--- config.mk ---
export PLATFORM = sky130hd
export DESIGN_NAME = vid_timing
export DESIGN_NICKNAME = d
export VERILOG_FILES = /design/src/rtl/vid_timing_pkg.sv /design/src/rtl/vid_timing.sv
export SDC_FILE = /design/constraint.sdc
export NUM_CORES = 1
export LEC_CHECK = 0
export ABC_AREA = 1
export BUFFER_PORTS_ARGS = -buffer_cell sky130_fd_sc_hd__buf_2
export CAP_MARGIN = 40
export CORE_ASPECT_RATIO = 0.75
export CORE_MARGIN = 3
export CORE_UTILIZATION = 45
export CTS_CLUSTER_SIZE = 16
export DETAILED_ROUTE_END_ITERATION = 16
export GPL_TIMING_DRIVEN = 0
export PLACE_DENSITY = 0.65
export SYNTH_ARGS = -nofsm -noshare
export SYNTH_HDL_FRONTEND = slang
export SYNTH_SLANG_ARGS = --single-unit
--- constraint.sdc ---
create_clock -name clk_pix -period 4 [get_ports clk_pix]
set_input_delay 0.2 -clock clk_pix [delete_from_list [all_inputs] [get_ports clk_pix]]
set_output_delay 0.2 -clock clk_pix [all_outputs]
set_load 0.02 [all_outputs]
--- src/rtl/vid_timing_pkg.sv ---
// Video timing mode table shared by the timing generator and anything that
// needs to know the geometry of a mode.
package vid_timing_pkg;

    localparam int FW = 12;

    typedef struct packed {
        logic [FW-1:0] h_act;
        logic [FW-1:0] h_fp;
        logic [FW-1:0] h_sync;
        logic [FW-1:0] h_tot;
        logic [FW-1:0] v_act;
        logic [FW-1:0] v_fp;
        logic [FW-1:0] v_sync;
        logic [FW-1:0] v_tot;
        logic          h_pos;  // 1: hsync active high
        logic          v_pos;  // 1: vsync active high
    } mode_t;

    typedef enum logic {
        ST_IDLE = 1'b0,
        ST_PEND = 1'b1
    } vt_state_e;

    localparam mode_t MODE_TABLE [4] = '{
        '{12'd640,  12'd16,  12'd96,  12'd800,  12'd480,  12'd10, 12'd2, 12'd525,  1'b0, 1'b0},
        '{12'd1280, 12'd110, 12'd40,  12'd1650, 12'd720,  12'd5,  12'd5, 12'd750,  1'b1, 1'b1},
        '{12'd1920, 12'd88,  12'd44,  12'd2200, 12'd1080, 12'd4,  12'd5, 12'd1125, 1'b1, 1'b1},
        '{12'd800,  12'd40,  12'd128, 12'd1056, 12'd600,  12'd1,  12'd4, 12'd628,  1'b1, 1'b1}
    };

endpackage

--- src/rtl/vid_timing.sv ---
// Multi-mode raster timing generator with frame-aligned mode switching.
// Outputs are registered and describe the counter position one enabled edge earlier.
module vid_timing
    import vid_timing_pkg::*;
#(
    parameter int CW         = 12,
    parameter int RESET_MODE = 0
) (
    input  logic          clk_pix,
    input  logic          rst_pix,
    input  logic          enable,
    input  logic [1:0]    mode_req,
    input  logic          mode_load,
    output logic          mode_ack,
    output logic [1:0]    cur_mode,
    output logic [CW-1:0] sx,
    output logic [CW-1:0] sy,
    output logic          hsync,
    output logic          vsync,
    output logic          de,
    output logic          line_start,
    output logic          frame_start
);

    localparam logic [1:0] RST_MODE   = 2'(RESET_MODE);
    localparam mode_t      RST_TIMING = MODE_TABLE[RST_MODE];

    vt_state_e     state_q, state_d;
    logic [1:0]    pend_q, pend_d;
    logic [1:0]    mode_q, mode_d;
    logic          apply_q, apply_d;
    logic [CW-1:0] hc_q, hc_d, vc_q, vc_d;

    logic [CW-1:0] sx_q, sx_d, sy_q, sy_d;
    logic          de_q, de_d, hs_q, hs_d, vs_q, vs_d;
    logic          ls_q, ls_d, fs_q, fs_d, ack_q, ack_d;
    logic [1:0]    cur_q, cur_d;

    mode_t         m;
    logic [CW-1:0] h_act, h_tot, v_act, v_tot;
    logic [CW-1:0] hs_beg, hs_end, vs_beg, vs_end;
    logic          h_last, v_last, frame_end;

    assign m      = MODE_TABLE[mode_q];
    assign h_act  = CW'(m.h_act);
    assign h_tot  = CW'(m.h_tot);
    assign v_act  = CW'(m.v_act);
    assign v_tot  = CW'(m.v_tot);
    assign hs_beg = CW'(m.h_act) + CW'(m.h_fp);
    assign hs_end = hs_beg + CW'(m.h_sync);
    assign vs_beg = CW'(m.v_act) + CW'(m.v_fp);
    assign vs_end = vs_beg + CW'(m.v_sync);

    assign h_last    = (hc_q == h_tot - CW'(1));
    assign v_last    = (vc_q == v_tot - CW'(1));
    assign frame_end = h_last && v_last;

    // Mode-switch FSM: a load at the frame-end edge bypasses the pending register.
    always_comb begin
        state_d = state_q;
        pend_d  = pend_q;
        mode_d  = mode_q;
        apply_d = apply_q;
        if (enable) begin
            apply_d = 1'b0;
        end
        if (enable && frame_end && mode_load) begin
            mode_d  = mode_req;
            apply_d = 1'b1;
            state_d = ST_IDLE;
        end else if (mode_load) begin
            pend_d  = mode_req;
            state_d = ST_PEND;
        end else if (enable && frame_end && state_q == ST_PEND) begin
            mode_d  = pend_q;
            apply_d = 1'b1;
            state_d = ST_IDLE;
        end
    end

    always_comb begin
        hc_d  = hc_q;
        vc_d  = vc_q;
        sx_d  = sx_q;
        sy_d  = sy_q;
        de_d  = de_q;
        hs_d  = hs_q;
        vs_d  = vs_q;
        ls_d  = ls_q;
        fs_d  = fs_q;
        ack_d = ack_q;
        cur_d = cur_q;
        if (enable) begin
            sx_d  = hc_q;
            sy_d  = vc_q;
            de_d  = (hc_q < h_act) && (vc_q < v_act);
            hs_d  = ((hc_q >= hs_beg) && (hc_q < hs_end)) ? m.h_pos : ~m.h_pos;
            vs_d  = ((vc_q >= vs_beg) && (vc_q < vs_end)) ? m.v_pos : ~m.v_pos;
            ls_d  = (hc_q == '0);
            fs_d  = (hc_q == '0) && (vc_q == '0);
            ack_d = apply_q;
            cur_d = mode_q;
            hc_d  = h_last ? '0 : hc_q + CW'(1);
            if (h_last) begin
                vc_d = v_last ? '0 : vc_q + CW'(1);
            end
        end
    end

    always_ff @(posedge clk_pix or posedge rst_pix) begin
        if (rst_pix) begin
            state_q <= ST_IDLE;
            pend_q  <= RST_MODE;
            mode_q  <= RST_MODE;
            apply_q <= 1'b0;
            hc_q    <= '0;
            vc_q    <= '0;
            sx_q    <= '0;
            sy_q    <= '0;
            de_q    <= 1'b0;
            hs_q    <= ~RST_TIMING.h_pos;
            vs_q    <= ~RST_TIMING.v_pos;
            ls_q    <= 1'b0;
            fs_q    <= 1'b0;
            ack_q   <= 1'b0;
            cur_q   <= RST_MODE;
        end else begin
            state_q <= state_d;
            pend_q  <= pend_d;
            mode_q  <= mode_d;
            apply_q <= apply_d;
            hc_q    <= hc_d;
            vc_q    <= vc_d;
            sx_q    <= sx_d;
            sy_q    <= sy_d;
            de_q    <= de_d;
            hs_q    <= hs_d;
            vs_q    <= vs_d;
            ls_q    <= ls_d;
            fs_q    <= fs_d;
            ack_q   <= ack_d;
            cur_q   <= cur_d;
        end
    end

    assign sx          = sx_q;
    assign sy          = sy_q;
    assign de          = de_q;
    assign hsync       = hs_q;
    assign vsync       = vs_q;
    assign line_start  = ls_q;
    assign frame_start = fs_q;
    assign mode_ack    = ack_q;
    assign cur_mode    = cur_q;

endmodule

# Yosys cells after proc, flatten, opt, wreduce, memory -nomap -nowiden
# Index checks and enable logic that the tools add are counted.
# op_classes
reduce_logical	15
n_addsub	8
eq_ne	3
order_cmp	7
bitwise_logic	4
muxes	17
# op_table
op	count
$bmux W98 S2	1
$mux W98	2
$add A12 B12 Y12	4
$lt A12 B12 Y1	4
$add A12 B1 Y12 const B	2
$eq A12 B12 Y1	2
$ge A12 B12 Y1	2
$logic_not A12 Y1	2
$mux W12	2
$sub A12 B1 Y12 const B	2
$mux W1	9
$logic_and A1 B1 Y1	8
$mux W2	3
$reduce_and A2 Y1	3
$ge A3 B3 Y1 const B	1
$not A1 Y1	3
$not A2 Y3	1
$reduce_bool A3 Y1	1
$ne A2 B1 Y1 const B	1
$reduce_bool A2 Y1	1
# word_totals
out_inout_bits	32
register_bits	62

# Longest topological paths before layout
# depth
depth_word	12
depth_mapped	15

# Worst setup path before layout
# OpenSTA, ideal clock, no wires.
# synth_path
path_type	flip-flop to flip-flop
startpoint	reg mode_q[0]
endpoint	reg mode_q[1]
setup_time_ns	0.121
arrival_ns	2.228
stages_incl_launch_ff	12
path_slack_ns	1.651
cell_sequence	dfrtp_1 > inv_1 > ha_1 > inv_2 > ha_1 > nand2_1 > nor3b_1 > nand3_2 > nor2_4 > nand2_2 > nor2_1 > a21oi_2
# synth_between
elab_chain_cells	11
elab_cells_between_ends	16
cone_classes	2 x add/sub; 3 x eq/ne; 4 x mux; 1 x bitwise; 6 x reduce/logical
# synth_lines
item	line	rtl
start: declaration	vid_timing.sv:30	logic [1:0] mode_q, mode_d;
start signal: assignment	vid_timing.sv:130	mode_q <= mode_d;
$not A2 Y3 (not written as such) (*)	vid_timing.sv:44	assign m = MODE_TABLE[mode_q];
$bmux W98 S2 (*)	vid_timing.sv:44	
$mux W98 (not written as such) (*) (2 in series)	vid_timing.sv:44	
$sub A12 B1 Y12 (on tied branches)	vid_timing.sv:54, vid_timing.sv:55	
$eq A12 B12 Y1 (on tied branches)	vid_timing.sv:54, vid_timing.sv:55	
$logic_and A1 B1 Y1 (*)	vid_timing.sv:56	assign frame_end = h_last && v_last;
$logic_and A1 B1 Y1 (*)	vid_timing.sv:67, vid_timing.sv:74	
$logic_and A1 B1 Y1 (on tied branches)	vid_timing.sv:67, vid_timing.sv:74	
$ne A2 B1 Y1 (no line) or $reduce_bool A2 Y1 (tied branches)	-	
$reduce_and A2 Y1 (no line)	-	
# Every way passes the cells marked *; elsewhere a longest branch is shown, timed or not. The select of a mux whose other input is x is not followed.
# A chain may end at the register's enable or synchronous reset.

# Worst setup path after layout
# Ends and elaborated chain as after synthesis.

==> flow_summary.ini <==
[clock_tree]
clock_path_buffers = 2
post_cts_resize_count = 0
ctsRootBufferMaster = clkbuf_16
htreeDepth = 3
cts_hold_buffers = 0
post_cts.repair.setup_buffers = 0
clkLatencyLatePin_ps = 340
clkSlewWorstSetupHoldPaths_ps = 60
tritoncts_num_sinks = 62
tritoncts = done
cts-buffers-inserted = 9

[pwr]
power.switching_w = 0.00102
switching_share_pct = 39.0
ir_worst_vdd_v = 0.000180
power-per-cell-area_nw_per_um2 = 499
comb_power_share_pct = 33.0
power_report.internal_total_w = 0.00159
clock_power_share_pct = 32.6
power.share.sequential_pct = 34.5
power_leakage_nw = 2.69

[placed_design]
dpl_cell_area_um2 = 4920
gp_congestion = 0.921
hpwl_um = 10200
dpl_worst_slack_ps = 856
port_buffers = 37

[synthesis]
simple_gate_share_of_the_synthesized_area_pct = 28.7
netlist_instances = 609
ys_async_sr_fraction_pct = 100
synth_largest_area_cell = dfrtp_1
yosys.area_share.adder_pct = 16.2
synth_xor_area_share_pct = 3.08
yosysWarnings = 0
synth_top_family_by_area = simple AND/OR/NAND/NOR gates
synth.cell_area_um2 = 4550
synth-compound-area-share_pct = 10.3
synth.top_cell.area_share_pct = 33.0
synthDistinctLibCells = 38
synth.area.mux_share_pct = 0
synth_seq_cells = 62
ys_seq_area_share_pct = 34.2
synth.top_cells.by_area = dfrtp_1 33%, ha_1 16%, nand2_1 14%, inv_1 5.0%, o21ai_0 4.1%
synth-main-ff-cell = dfrtp_1
syn-mean-instance-area_um2 = 7.46
synth_edf_count = 0

[worst_hold_path]
min-delay-path-class = in -> async

[finish]
finalNetCount = 724
finish.instance_area_um2 = 5240
layout.filler_cells = 934
drive_above_1_share_pct = 12.5
area.growth.synth_to_final_pct = 15.2
n_antenna_cell = 0
final_core_utilization_pct = 53.8

[job]
maxCapViolations = 0

[critical_path]
regToRegSetupSlack_ps = 790
cp_slowest_cell = ha_1
slowest_stage_delay_cp_ps = 560
arrival_ps = 3470
crit_path_frequent_cell = ha_1
critPathMaxFanout = 11
cp_cell_sequence = inv_1 -> ha_1 -> inv_2 -> ha_1 -> nand2_1 -> nor3b_1 -> nand3_2 -> nor2_4 -> nand2_2 -> clkinv_1 -> nor2_1 -> a21oi_2
setup.worst_path.start_class = register
critPathKind = reg -> reg
type_of_destination_of_the_critical_path = register
required_ps = 4260

[routing]
postRouteAntennaNets = 0
routed_via_density = 5.39
routed_wirelength_um = 13300
wire_per_inst_um = 16.7
vias = 4293
route.detailed.drc = 0
firstDrtPassIters = 5
drt_first_iter_violations = 407

[die]
die_width_um = 122
dieHeight_um = 93.0
floorplan.io_pins = 38
floorplan.initialDensity_pct = 46.7
core_area_um2 = 9740
rows = 31
dieArea_um2 = 11400

[sta]
setup_tns_ps = 0
timing.final.max_slew_violations = 0
final_critical_path_time_including_i_o_delays_and_setup_ps = 3210
grt_setup_unrepaired = false
post-route-worst-setup-slack_ps = 793
fmaxAchievable_mhz = 312
min_period_over_period_pct = 80.2
final-hold-violation-count = 0
fin_skew_ps = 15.2
timing.slew.headroom_pct = 46.3
report.final.setup_viol = 0
worst-slew-pin-transition_ps = 805

[global_routing]
globalRouteTotalUtil_pct = 24.2
grt_pass1_wl_um = 21300
first_global_vias = 4000
antenna_found_initial = 0
grt_max_degree = 39
grt-ovfl-total = 0

[run_status]
status = completed
state kept, by name (all words and copies together), names as in the netlist, 2 cells and up:
| register | flops |
|---|---|
| sy | 12 |
| pend_q | 2 |
| cur_mode | 2 |
| vc_q | 12 |
| mode_q | 2 |
| hc_q | 12 |
| sx | 12 |
critical path, delay by kind of cell (launching register included):
kind / cells / cell delay [ps]
adder cells (fa/ha/maj): 2 / 870
AO/OA/AOI/OAI: 1 / 110
buffers and inverters: 3 / 590
flip-flops: 1 / 550
AND/OR/NAND/NOR: 6 / 990
power by group through the flow:
| stage | registers [W] | clock network (W) | logic [W] |
|---|---|---|---|
| after floorplan | 0.000922 | 0 | 0.000541 |
| after global placement | 0.000900 | 0 | 0.000815 |
| after detailed placement | 0.000905 | 0 | 0.000844 |
| after CTS | 0.000895 | 0.000855 | 0.000849 |
| after global routing | 0.000914 | 0.000889 | 0.000971 |
| final | 0.000900 | 0.000852 | 0.000861 |
synth_stat cells (all sizes together) (4+ instances only):
library cell,number
nand2,171
nand3,37
ha,59
inv,67
buf,7
nor2,48
nand3b,4
dfrtp,60
o21ai,48
clkbuf,9
nand4,15
a21oi,33
xor2,14
nor3,14
nor4,6
area by class of cell:
| class | instances | area, um2 | area share, % |
|---|---|---|---|
| inverter | 69 | 260 | 4.97 |
| buffer | 16 | 75.1 | 1.43 |
| timing repair buffer | 38 | 205 | 3.92 |
| clock buffer | 10 | 229 | 4.37 |
| tap | 132 | 165 | 3.15 |
| multi-input combinational | 463 | 2660 | 50.8 |
| clock inverter | 6 | 86.3 | 1.65 |
| sequential | 62 | 1550 | 29.7 |
layer usage:
| metal | vias to the layer above | global-route usage, % | wire length (um) |
|---|---|---|---|
| met3 | 15 | 3.63 | 1120 |
| li1 | 2109 | - | - |
| met1 | 1997 | 37.9 | 6580 |
| met5 | - | 0 | 0 |
| met2 | 172 | 35.7 | 5470 |
| met4 | 0 | 4.01 | 109 |
cells in the final DEF (no fill, tap or decap), types with 2 or more instances in the layout:
master | netlist | routed
inv_1 | 61 | 60
xor2_1 | 14 | 14
nand3b_1 | 4 | 4
conb_1 | 1 | 2
a21oi_1 | 32 | 32
buf_2 | 6 | 43
dfstp_2 | 2 | 2
clkinv_2 | 1 | 3
nand2_1 | 166 | 166
ha_1 | 59 | 59
o21ai_0 | 37 | 37
nand2_2 | 5 | 5
o21ai_1 | 9 | 9
bufinv_16 | 0 | 2
nor2_4 | 2 | 2
nand3_1 | 35 | 35
nand4_1 | 15 | 15
nor4_1 | 6 | 6
clkbuf_1 | 9 | 10
clkbuf_16 | 0 | 9
dfrtp_1 | 60 | 60
nor3_1 | 14 | 14
inv_2 | 6 | 7
a21boi_0 | 2 | 2
o21ai_2 | 2 | 2
a21o_1 | 2 | 2
xnor2_1 | 2 | 2
nor2_1 | 45 | 45
path summary, 6_finish.rpt:
| path | startpoint | end | cells after the start |
|---|---|---|---|
| worst min-delay path | rst_pix | sx[7] | 2 |
| worst max register to register | mode_q[0] | mode_q[1] | 12 |
| min in group clk_pix | mode_req[1] | pend_q[1] | 3 |
| worst max-delay path | mode_q[0] | mode_q[1] | 12 |
| worst min register to register | sy[10] | sy[10] | 2 |
| max in group asynchronous | rst_pix | apply_q | 3 |
metrics by stage:
stage	std cells	hold slack, ps	power, W
floorplan	610	349	0.00146
global placement	779	450	0.00172
detailed placement	780	403	0.00175
CTS	796	56.8	0.00260
global route	796	113	0.00277
finish	796	28.7	0.00261
logic make-up (layout without fill, tap and decap cells):
family | Yosys count | in the layout
flops | 62 | 62
xor+xnor | 16 | 16
fa+ha+maj | 59 | 59
other cells | 1 | 2
compound gates | 88 | 88
buf+inv | 85 | 139
simple gates | 298 | 298
Note: power is estimated with default switching activity, not from simulation.
